==> src/rtl/maze_access_arbiter_if.sv <==
// Requester bus of the maze access arbiter.
// Two requesters share one maze RAM read port. Requester 0 is the VGA renderer and
// requester 1 is the player/collision logic.
//   req0/req1     requester -> arbiter  read request, held until granted
//   addr0/addr1   requester -> arbiter  tile address, stable while req is high
//   gnt0/gnt1     arbiter -> requester  one-cycle grant; the address is taken on that edge
//   rvalid0/1     arbiter -> requester  one-cycle read-data valid, two cycles after the grant
//   rdata         arbiter -> requester  tile bit (1 = wall), qualified by rvalid0/rvalid1
// Modport master is the requester side. Modport slave is the arbiter side.
interface maze_access_arbiter_if #(
  parameter int ADDR_W = 11
);
  logic              req0;
  logic              req1;
  logic [ADDR_W-1:0] addr0;
  logic [ADDR_W-1:0] addr1;
  logic              gnt0;
  logic              gnt1;
  logic              rvalid0;
  logic              rvalid1;
  logic              rdata;

  modport master (
    output req0, req1, addr0, addr1,
    input  gnt0, gnt1, rvalid0, rvalid1, rdata
  );

  modport slave (
    input  req0, req1, addr0, addr1,
    output gnt0, gnt1, rvalid0, rvalid1, rdata
  );
endinterface

==> src/rtl/maze_access_arbiter.sv <==
// Maze access arbiter: owns the maze generator's RAM read port.
// It sequences one generation run. That means a gen_start pulse, then a wait for gen_end
// with a timeout. After generation it shares the read port between two requesters with
// strict round-robin alternation, and returns one tile bit per granted read two cycles
// after the grant.
// Ports:
//   clock, reset    system clock; asynchronous active-low reset
//   new_maze        one-cycle request for a new maze; seed_in is sampled on that cycle
//   gen_start       one-cycle pulse to the generator; gen_seed is held stable for it
//   gen_end         generator done level
//   maze_address    registered RAM read address; maze_data is the RAM tile bit
//   maze_ready      high while reads are being arbitrated
//   gen_error       sticky generation timeout flag, cleared by the next new_maze
//   bus             requester bus (maze_access_arbiter_if.slave)
// Optional feature: define ADDR_BOUNDS_CHECK_EN to keep addresses >= WIDTH*HEIGHT away
// from the RAM. Such a read still returns rvalid, with rdata forced to 1 (wall).
module maze_access_arbiter #(
  parameter int WIDTH       = 30,
  parameter int HEIGHT      = 40,
  parameter int ADDR_W      = 11,
  parameter int GEN_TIMEOUT = 4095
) (
  input  logic              clock,
  input  logic              reset,
  input  logic              new_maze,
  input  logic [10:0]       seed_in,
  output logic              gen_start,
  output logic [10:0]       gen_seed,
  input  logic              gen_end,
  output logic [ADDR_W-1:0] maze_address,
  input  logic              maze_data,
  output logic              maze_ready,
  output logic              gen_error,
  maze_access_arbiter_if.slave bus
);

`ifdef ADDR_BOUNDS_CHECK_EN
  localparam bit BOUNDS_EN = 1'b1;
`else
  localparam bit BOUNDS_EN = 1'b0;
`endif

  localparam int CNT_W = $clog2(GEN_TIMEOUT + 1);
  localparam int TILES = WIDTH * HEIGHT;

  typedef enum logic [2:0] {
    IDLE,
    START,
    ARM,
    WAIT,
    READY,
    DRAIN
  } state_t;

  state_t            state;
  logic [CNT_W-1:0]  cnt;
  logic [10:0]       seed_hold;
  logic              prio1;      // 1: requester 1 wins the next tie
  logic              gnt0_q, gnt1_q, rvalid0_q, rvalid1_q, rdata_q;

  // Two-stage in-flight tag pipe. It runs alongside the one-cycle RAM latency plus the
  // output register, so stage 2 lines up with maze_data for the read being returned.
  logic              tag1_v, tag1_id, tag1_oob;
  logic              tag2_v, tag2_id, tag2_oob;

  logic              pick_v, pick_id, addr_oob, timeout;
  logic [ADDR_W-1:0] addr_sel;

  always_comb begin
    pick_v   = bus.req0 | bus.req1;
    pick_id  = (bus.req0 & bus.req1) ? prio1 : bus.req1;
    addr_sel = pick_id ? bus.addr1 : bus.addr0;
    addr_oob = BOUNDS_EN && (addr_sel >= ADDR_W'(TILES));
    timeout  = (cnt == CNT_W'(GEN_TIMEOUT - 1));
  end

  always_ff @(posedge clock or negedge reset) begin
    if (!reset) begin
      state        <= IDLE;
      cnt          <= '0;
      seed_hold    <= '0;
      prio1        <= 1'b0;
      gen_start    <= 1'b0;
      gen_seed     <= '0;
      maze_address <= '0;
      maze_ready   <= 1'b0;
      gen_error    <= 1'b0;
      gnt0_q       <= 1'b0;
      gnt1_q       <= 1'b0;
      rvalid0_q    <= 1'b0;
      rvalid1_q    <= 1'b0;
      rdata_q      <= 1'b0;
      tag1_v       <= 1'b0;
      tag1_id      <= 1'b0;
      tag1_oob     <= 1'b0;
      tag2_v       <= 1'b0;
      tag2_id      <= 1'b0;
      tag2_oob     <= 1'b0;
    end else begin
      gen_start <= 1'b0;
      gnt0_q    <= 1'b0;
      gnt1_q    <= 1'b0;

      tag1_v    <= 1'b0;
      tag1_id   <= 1'b0;
      tag1_oob  <= 1'b0;
      tag2_v    <= tag1_v;
      tag2_id   <= tag1_id;
      tag2_oob  <= tag1_oob;
      rvalid0_q <= tag2_v & ~tag2_id;
      rvalid1_q <= tag2_v & tag2_id;
      rdata_q   <= tag2_v & (tag2_oob | maze_data);

      case (state)
        IDLE: begin
          if (new_maze) begin
            state     <= START;
            gen_seed  <= seed_in;
            gen_start <= 1'b1;
            cnt       <= '0;
            gen_error <= 1'b0;
          end
        end
        START: state <= ARM;
        ARM: begin
          if (timeout) begin
            gen_error <= 1'b1;
            state     <= IDLE;
          end else begin
            cnt <= cnt + 1'b1;
            if (!gen_end) state <= WAIT;
          end
        end
        WAIT: begin
          if (gen_end) begin
            state      <= READY;
            maze_ready <= 1'b1;
          end else if (timeout) begin
            gen_error <= 1'b1;
            state     <= IDLE;
          end else begin
            cnt <= cnt + 1'b1;
          end
        end
        READY: begin
          if (new_maze) begin
            state      <= DRAIN;
            maze_ready <= 1'b0;
            seed_hold  <= seed_in;
          end else if (pick_v) begin
            gnt0_q   <= ~pick_id;
            gnt1_q   <= pick_id;
            prio1    <= ~pick_id;
            tag1_v   <= 1'b1;
            tag1_id  <= pick_id;
            tag1_oob <= addr_oob;
            if (!addr_oob) maze_address <= addr_sel;
          end
        end
        DRAIN: begin
          if (!tag1_v && !tag2_v) begin
            state     <= START;
            gen_seed  <= seed_hold;
            gen_start <= 1'b1;
            cnt       <= '0;
            gen_error <= 1'b0;
          end
        end
        default: state <= IDLE;
      endcase
    end
  end

  assign bus.gnt0    = gnt0_q;
  assign bus.gnt1    = gnt1_q;
  assign bus.rvalid0 = rvalid0_q;
  assign bus.rvalid1 = rvalid1_q;
  assign bus.rdata   = rdata_q;

endmodule
==> src/flat_wrapper.sv <==
// flat-port wrapper written by rule: the top's interface ports become plain ports
module maze_access_arbiter_flat 
#(
  parameter int WIDTH       = 30,
  parameter int HEIGHT      = 40,
  parameter int ADDR_W      = 11,
  parameter int GEN_TIMEOUT = 4095
)
  (clock, reset, new_maze, seed_in, gen_start, gen_seed, gen_end, maze_address, maze_data, maze_ready, gen_error, bus_req0, bus_req1, bus_addr0, bus_addr1, bus_gnt0, bus_gnt1, bus_rvalid0, bus_rvalid1, bus_rdata);
  maze_access_arbiter_if #(.ADDR_W(ADDR_W)) bus_i ();
  input  logic clock;
  input  logic reset;
  input  logic new_maze;
  input  logic [10:0] seed_in;
  output logic gen_start;
  output logic [10:0] gen_seed;
  input  logic gen_end;
  output logic [ADDR_W-1:0] maze_address;
  input  logic maze_data;
  output logic maze_ready;
  output logic gen_error;
  input wire logic [$bits(bus_i.req0)-1:0] bus_req0;
  input wire logic [$bits(bus_i.req1)-1:0] bus_req1;
  input wire logic [$bits(bus_i.addr0)-1:0] bus_addr0;
  input wire logic [$bits(bus_i.addr1)-1:0] bus_addr1;
  output wire logic [$bits(bus_i.gnt0)-1:0] bus_gnt0;
  output wire logic [$bits(bus_i.gnt1)-1:0] bus_gnt1;
  output wire logic [$bits(bus_i.rvalid0)-1:0] bus_rvalid0;
  output wire logic [$bits(bus_i.rvalid1)-1:0] bus_rvalid1;
  output wire logic [$bits(bus_i.rdata)-1:0] bus_rdata;
  assign bus_i.req0 = bus_req0;
  assign bus_i.req1 = bus_req1;
  assign bus_i.addr0 = bus_addr0;
  assign bus_i.addr1 = bus_addr1;
  assign bus_gnt0 = bus_i.gnt0;
  assign bus_gnt1 = bus_i.gnt1;
  assign bus_rvalid0 = bus_i.rvalid0;
  assign bus_rvalid1 = bus_i.rvalid1;
  assign bus_rdata = bus_i.rdata;
  maze_access_arbiter #(.WIDTH(WIDTH), .HEIGHT(HEIGHT), .ADDR_W(ADDR_W), .GEN_TIMEOUT(GEN_TIMEOUT)) u_core (.clock(clock), .reset(reset), .new_maze(new_maze), .seed_in(seed_in), .gen_start(gen_start), .gen_seed(gen_seed), .gen_end(gen_end), .maze_address(maze_address), .maze_data(maze_data), .maze_ready(maze_ready), .gen_error(gen_error), .bus(bus_i));
endmodule
==> config.mk <==
export PLATFORM = sky130hd
export DESIGN_NAME = maze_access_arbiter_flat
export DESIGN_NICKNAME = d
export VERILOG_FILES = /design/src/rtl/maze_access_arbiter_if.sv /design/src/rtl/maze_access_arbiter.sv /design/src/flat_wrapper.sv
export SDC_FILE = /design/constraint.sdc
export NUM_CORES = 1
export LEC_CHECK = 0
export CAP_MARGIN = 20
export CORE_MARGIN = 10
export CORE_UTILIZATION = 44
export CTS_CLUSTER_DIAMETER = 150
export DETAILED_ROUTE_END_ITERATION = 10
export GPL_TIMING_DRIVEN = 1
export HOLD_SLACK_MARGIN = 0.05
export PLACE_DENSITY = 0.76
export SYNTH_ARGS = -nofsm -noshare
export SYNTH_HDL_FRONTEND = slang
export SYNTH_SLANG_ARGS = --single-unit
==> constraint.sdc <==
create_clock -name clock -period 1.6 [get_ports clock]
set_clock_uncertainty 0.15 [all_clocks]
set_input_delay 0.4 -clock clock [delete_from_list [all_inputs] [get_ports clock]]
set_output_delay 0.4 -clock clock [all_outputs]
set_load 0.03 [all_outputs]
# After elaboration in Yosys (flattened, before gate mapping)
# Cells that the tools add are included.
# word_totals
ram_bits	0
memories	0
latch_bits	0
inputBits	40
output_inout_bits	30
mem_bits_ro	0
regBits	60
# classes
n_lt_le_gt_ge	0
mux	37
eq_ne	13
bitwise_logic	8
multipliers	0
div	0
n_shift	0
reduce_logical	13
n_addsub	1
# ops
op	count
$mux W12	4
$pmux W12 S4	1
$mux W11	3
$pmux W11 S2	1
$mux W3	7
$pmux W3 S6	1
$mux W1	17
$add A12 B1 Y12 const B	1
$eq A12 B12 Y1 const B	1
$reduce_and A3 Y1	3
$ne A2 B2 Y1 const B	4
$eq A3 B2 Y1 const B	2
$eq A3 B3 Y1 const B	2
$ne A3 B2 Y1 const B	2
$reduce_and A5 Y1	1
$and A1 B1 Y1	4
$pmux W1 S2	2
$pmux W1 S4	1
$reduce_and A4 Y1	1
$reduce_bool A2 Y1	2
$reduce_bool A4 Y1	1
$eq A3 B1 Y1 const B	1
$logic_not A3 Y1	1
$not A1 Y1	3
other kinds (5)	6

# Longest topological paths before layout
# logic_depth
depth_word	6
depth_mapped	8
depth_no_buf	7

# Worst setup path before layout
# No wires, ideal clock.
# synth_path
path_kind	register to register
startpoint	register u_core.cnt[0]
endpoint	register u_core.cnt[0]
required_time_ns	1.325
setup_time_ns	0.125
t_arrival_ns	1.401
path_buffers	1
stages_incl_launch_ff	8
slack_ns	-0.076
path_cell_list	dfrtp_1 > inv_1 > ha_1 > and2_1 > nand4_2 > nor2b_4 > buf_6 > mux2_4
# synth_via
elab_chain_len	4
word_cells_on_any_way	5
# synth_lines
item	line	source
start, declared	maze_access_arbiter.sv:56	logic [CNT_W-1:0] cnt;
start signal, assigned	maze_access_arbiter.sv:130	cnt <= cnt + 1'b1;
start signal, assigned	maze_access_arbiter.sv:142	cnt <= cnt + 1'b1;
$add A12 B1 Y12 / $eq A12 B12 Y1 (equally long branches)	maze_access_arbiter.sv:130, maze_access_arbiter.sv:142, maze_access_arbiter.sv:74	
$mux W12 *	maze_access_arbiter.sv:126, maze_access_arbiter.sv:138	
$mux W12	maze_access_arbiter.sv:135	if (gen_end) begin
$pmux W12 S4 *	maze_access_arbiter.sv:114	case (state)
# Mark *: on every way between the ends. The rest lies on a longest branch, timed or not. The select of a mux whose other input is x is not followed.
# A chain may end at the register's enable or synchronous reset.

# Worst setup path after layout
# layout_path
startpoint	register u_core.state[0]
endpoint	register u_core.cnt[0]
# layout_via
elab_chain_len	3
word_cells_on_any_way	10
# layout_lines
item	line	source
start, declared	maze_access_arbiter.sv:55	state_t state;
start signal, assigned	maze_access_arbiter.sv:79	state <= IDLE;
start signal, assigned	maze_access_arbiter.sv:117	state <= START;
start signal, assigned	maze_access_arbiter.sv:124	START: state <= ARM;
$eq A3 B2 Y1 (tied with other cells)	maze_access_arbiter.sv:114	
$reduce_bool A4 Y1 (no source line) (tied with other cells)	n/a	
$reduce_and A4 Y1 (no source line)	n/a	
# Several ways; a longest one is shown, not always the timed one.

==> results.cfg <==
[synthesis]
synth_async_sr_flop_share_pct = 100
synth_top_area_share_pct = 54.0
netlist_instances = 248
synthTopCellsByCount = 60 x dfrtp_1, 43 x nor2_1, 23 x a21oi_1
ys_seq_elements = 60
synth_area_leaders = dfrtp_1 54%, mux2i_1 7.9%, nor2_1 5.8%, mux2_2 4.5%, a21oi_1 4.1%
synth-warning-count = 0
netlist_area_mm2 = 0.00278
synth_compound_area_share_pct = 13.4
avgSynthCellArea_um2 = 11.2
synthMuxAreaShare_pct = 12.9
synth_edf_count = 0
seq_area_frac_synth_pct = 54.0
synth-simple-area-share_pct = 14.8
ys_types = 43
synth_xor_area_share_pct = 0
syn-num-nets = 290
synth_flop_cell = dfrtp_1
synthAdderAreaFrac_pct = 0.900
yosys.area.top_type = dfrtp_1
synthMostInstantiatedCell = dfrtp_1
synth_top_family_by_area = simple AND/OR/NAND/NOR gates

[sta]
period_share_pct = 104
slew-limit-headroom_pct = 78.6
setup_viol = 19
holdWs_ns = 0.267
fin_ws_ns = -0.0706
fin_crit_ns = 1.67
final-hold-violation-count = 0
fmax_ghz = 0.599
rsz0062_at_grt = yes
timing_max_transition_violations_final = 0
worstMarginPinSlew_ns = 0.321

[detailed_routing]
vias = 2274
drtAntennaViolNets = 0
drtIter0Drc = 202
drt_wl_total_mm = 7.04
wl_per_cell_um = 16.1
drt_first_pass_iters = 4
drc = 0
vias_per_cell = 5.22

[setup_path]
slowest_stage = dfrtp_1
crit_required_ns = 1.67
arrival_ns = 1.74
critPathKind = reg -> reg
worstPathCellList = buf_6 -> nand3b_1 -> nor3_4 -> o22ai_4 -> buf_6 -> mux2_4
critPathMaxStageDelay_ns = 0.41
critical_path.most_common_cell = buf_6
path_delay_family = flip-flops
cp-end-kind = flop
crit_buf_inv = 2
worstSetupStartpointType = flop
worst-path-max-fanout = 6

[place]
portBuffers = 69
dpl_cell_area_mm2 = 0.00380
place.gp.congestion = 0.869
hpwl_mm = 4.89
preCtsSetupSlack_ns = -0.413

[floorplanning]
die_area_mm2 = 0.00989
start_util_pct = 46.1
row_count = 28
die_h_um = 99.5
die_w_um = 99.5
core_mm2 = 0.00603
ios = 70

[pwr]
seqPwrFrac_pct = 33.1
pwr_density_cell_mw_per_mm2 = 1750
switchingPower_w = 0.00289
p_total_w = 0.00742
p_int_w = 0.00453
switching_share_pct = 39.0
vdd_drop_max_v = 0.000926
power_frac_clock_pct = 17.8
power.leakage_nw = 1.97
p_comb_share_pct = 49.1

[grt]
track_usage_pct = 13.4
grt_max_degree = 61
globalRouteOverflowTotal = 0
grt_pass1_vias = 2275
grt_pass1_wl_mm = 10.7
antenna_found_initial = 0

[finish]
areaGrowthSynthToFinish_pct = 52.4
fill_cells = 432
finalInstanceArea_mm2 = 0.00423
drive_gt1_share_pct = 41.6
insertedDiodeCount = 0
final_core_utilization_pct = 70.3
nNetsFinal = 399

[run]
maxCapViolations = 0

[run_status]
violations = negative setup slack
outcome = finished, violations left

[clock_network]
cts_tree = built
insertion_delay_ns = 0.34
clkSlewWorstSetupHoldPaths_ns = 0.06
cts.sinks = 60
cts_buffers = 9
cts_buffer_depth = 2
h-tree-depth = 3
cts-root-buf = clkbuf_8

[hold_path]
hold_path_class = reg -> reg
## per-layer routing
layer | GRT usage, % | part of all wire, % | routed length [µm] | vias to the layer above
met2 | 19.3 | 46 | 3260 | 85
met5 | 0 | 0 | 0 | -
met3 | 7.54 | 10 | 732 | 9
li1 | - | - | - | 1096
met1 | 16.0 | 42 | 2960 | 1084
met4 | 5.62 | 1.2 | 85 | 0
## cell type report
type / instances / area (µm²) / area share (%)
flip-flops and latches: 60 / 1510 / 35.5
multi-input cells: 174 / 1390 / 32.8
repair buffers: 108 / 1040 / 24.6
clock buffers: 10 / 138 / 3.25
well taps: 75 / 93.8 / 2.22
clock inverters: 5 / 52.6 / 1.24
inverters: 4 / 15.0 / 0.355
## metrics by stage
step / TNS [ns] / std cells
global route: -3.51 / 436
detailed placement: -15.63 / 413
CTS: -0.164 / 433
global placement: -14.34 / 413
floorplan: 0 / 248
finish: -0.555 / 436
## sequential cells by signal (all words and copies together) (netlist names), 3 cells and up
register             count
u_core.cnt              12
u_core.maze_address     11
u_core.gen_seed         11
u_core.state             3
u_core.seed_hold        11
## final timing paths
check                                start                  to  slack, ns  depth (start not counted)
setup / recovery           u_core.state[0]       u_core.cnt[0]      -0.07                          6
hold / removal              u_core.tag2_id  u_core.bus.rvalid0       0.27                          1
setup reg to reg           u_core.state[0]       u_core.cnt[0]      -0.07                          6
hold reg to reg             u_core.tag2_id  u_core.bus.rvalid0       0.27                          1
max in group asynchronous            reset     u_core.state[1]       0.58                          3
min in group asynchronous            reset     u_core.bus.gnt1       0.44                          3
## placed cells by master (no fill, tap or decap), types with 4 or more instances in the layout
cell / instances
mux2i_1: 22
buf_4: 37
a21oi_2: 8
nor2_1: 27
buf_6: 5
nor2_4: 12
clkbuf_8: 10
o21ai_1: 9
nor2_2: 5
clkdlybuf4s50_1: 37
buf_12: 10
buf_2: 12
nand4_1: 4
dfrtp_1: 57
mux2_2: 11
and2_1: 5
a21oi_1: 22
## kinds of logic (layout without fill, tap and decap cells)
logic type,count (synthesis),in the layout
buf+inv,15,127
fa+ha+maj,2,2
flops,60,60
mux,34,34
simple gates,79,80
compound gates,58,58
## worst reg2reg max path: cells and delay by family (launching register included)
family	cells	cell delay, ns
flops	1	0.41
simple gates	2	0.35
buf+inv	2	0.29
mux	1	0.26
compound gates	1	0.10
## timing repair
| item | in CTS | in global routing |
|---|---|---|
| setup buffers | 3 | 2 |
| endpoints found under the setup margin | 44 | 55 |
| cloned | 1 | 1 |
| pin swaps | 3 | 17 |
| endpoints found under the hold margin | 60 | 0 |
| hold buffers | 1 | 0 |
| resized for setup | 53 | 74 |
## power by group through the flow
stage	Combinational, W	Clock [W]	Sequential [W]
floorplan	0.00138	0	0.00295
global placement	0.00321	0	0.00236
detailed placement	0.00328	0	0.00240
CTS	0.00334	0.00136	0.00238
global route	0.00393	0.00144	0.00252
finish	0.00364	0.00132	0.00246
Note: power is estimated with default switching activity, not from simulation.
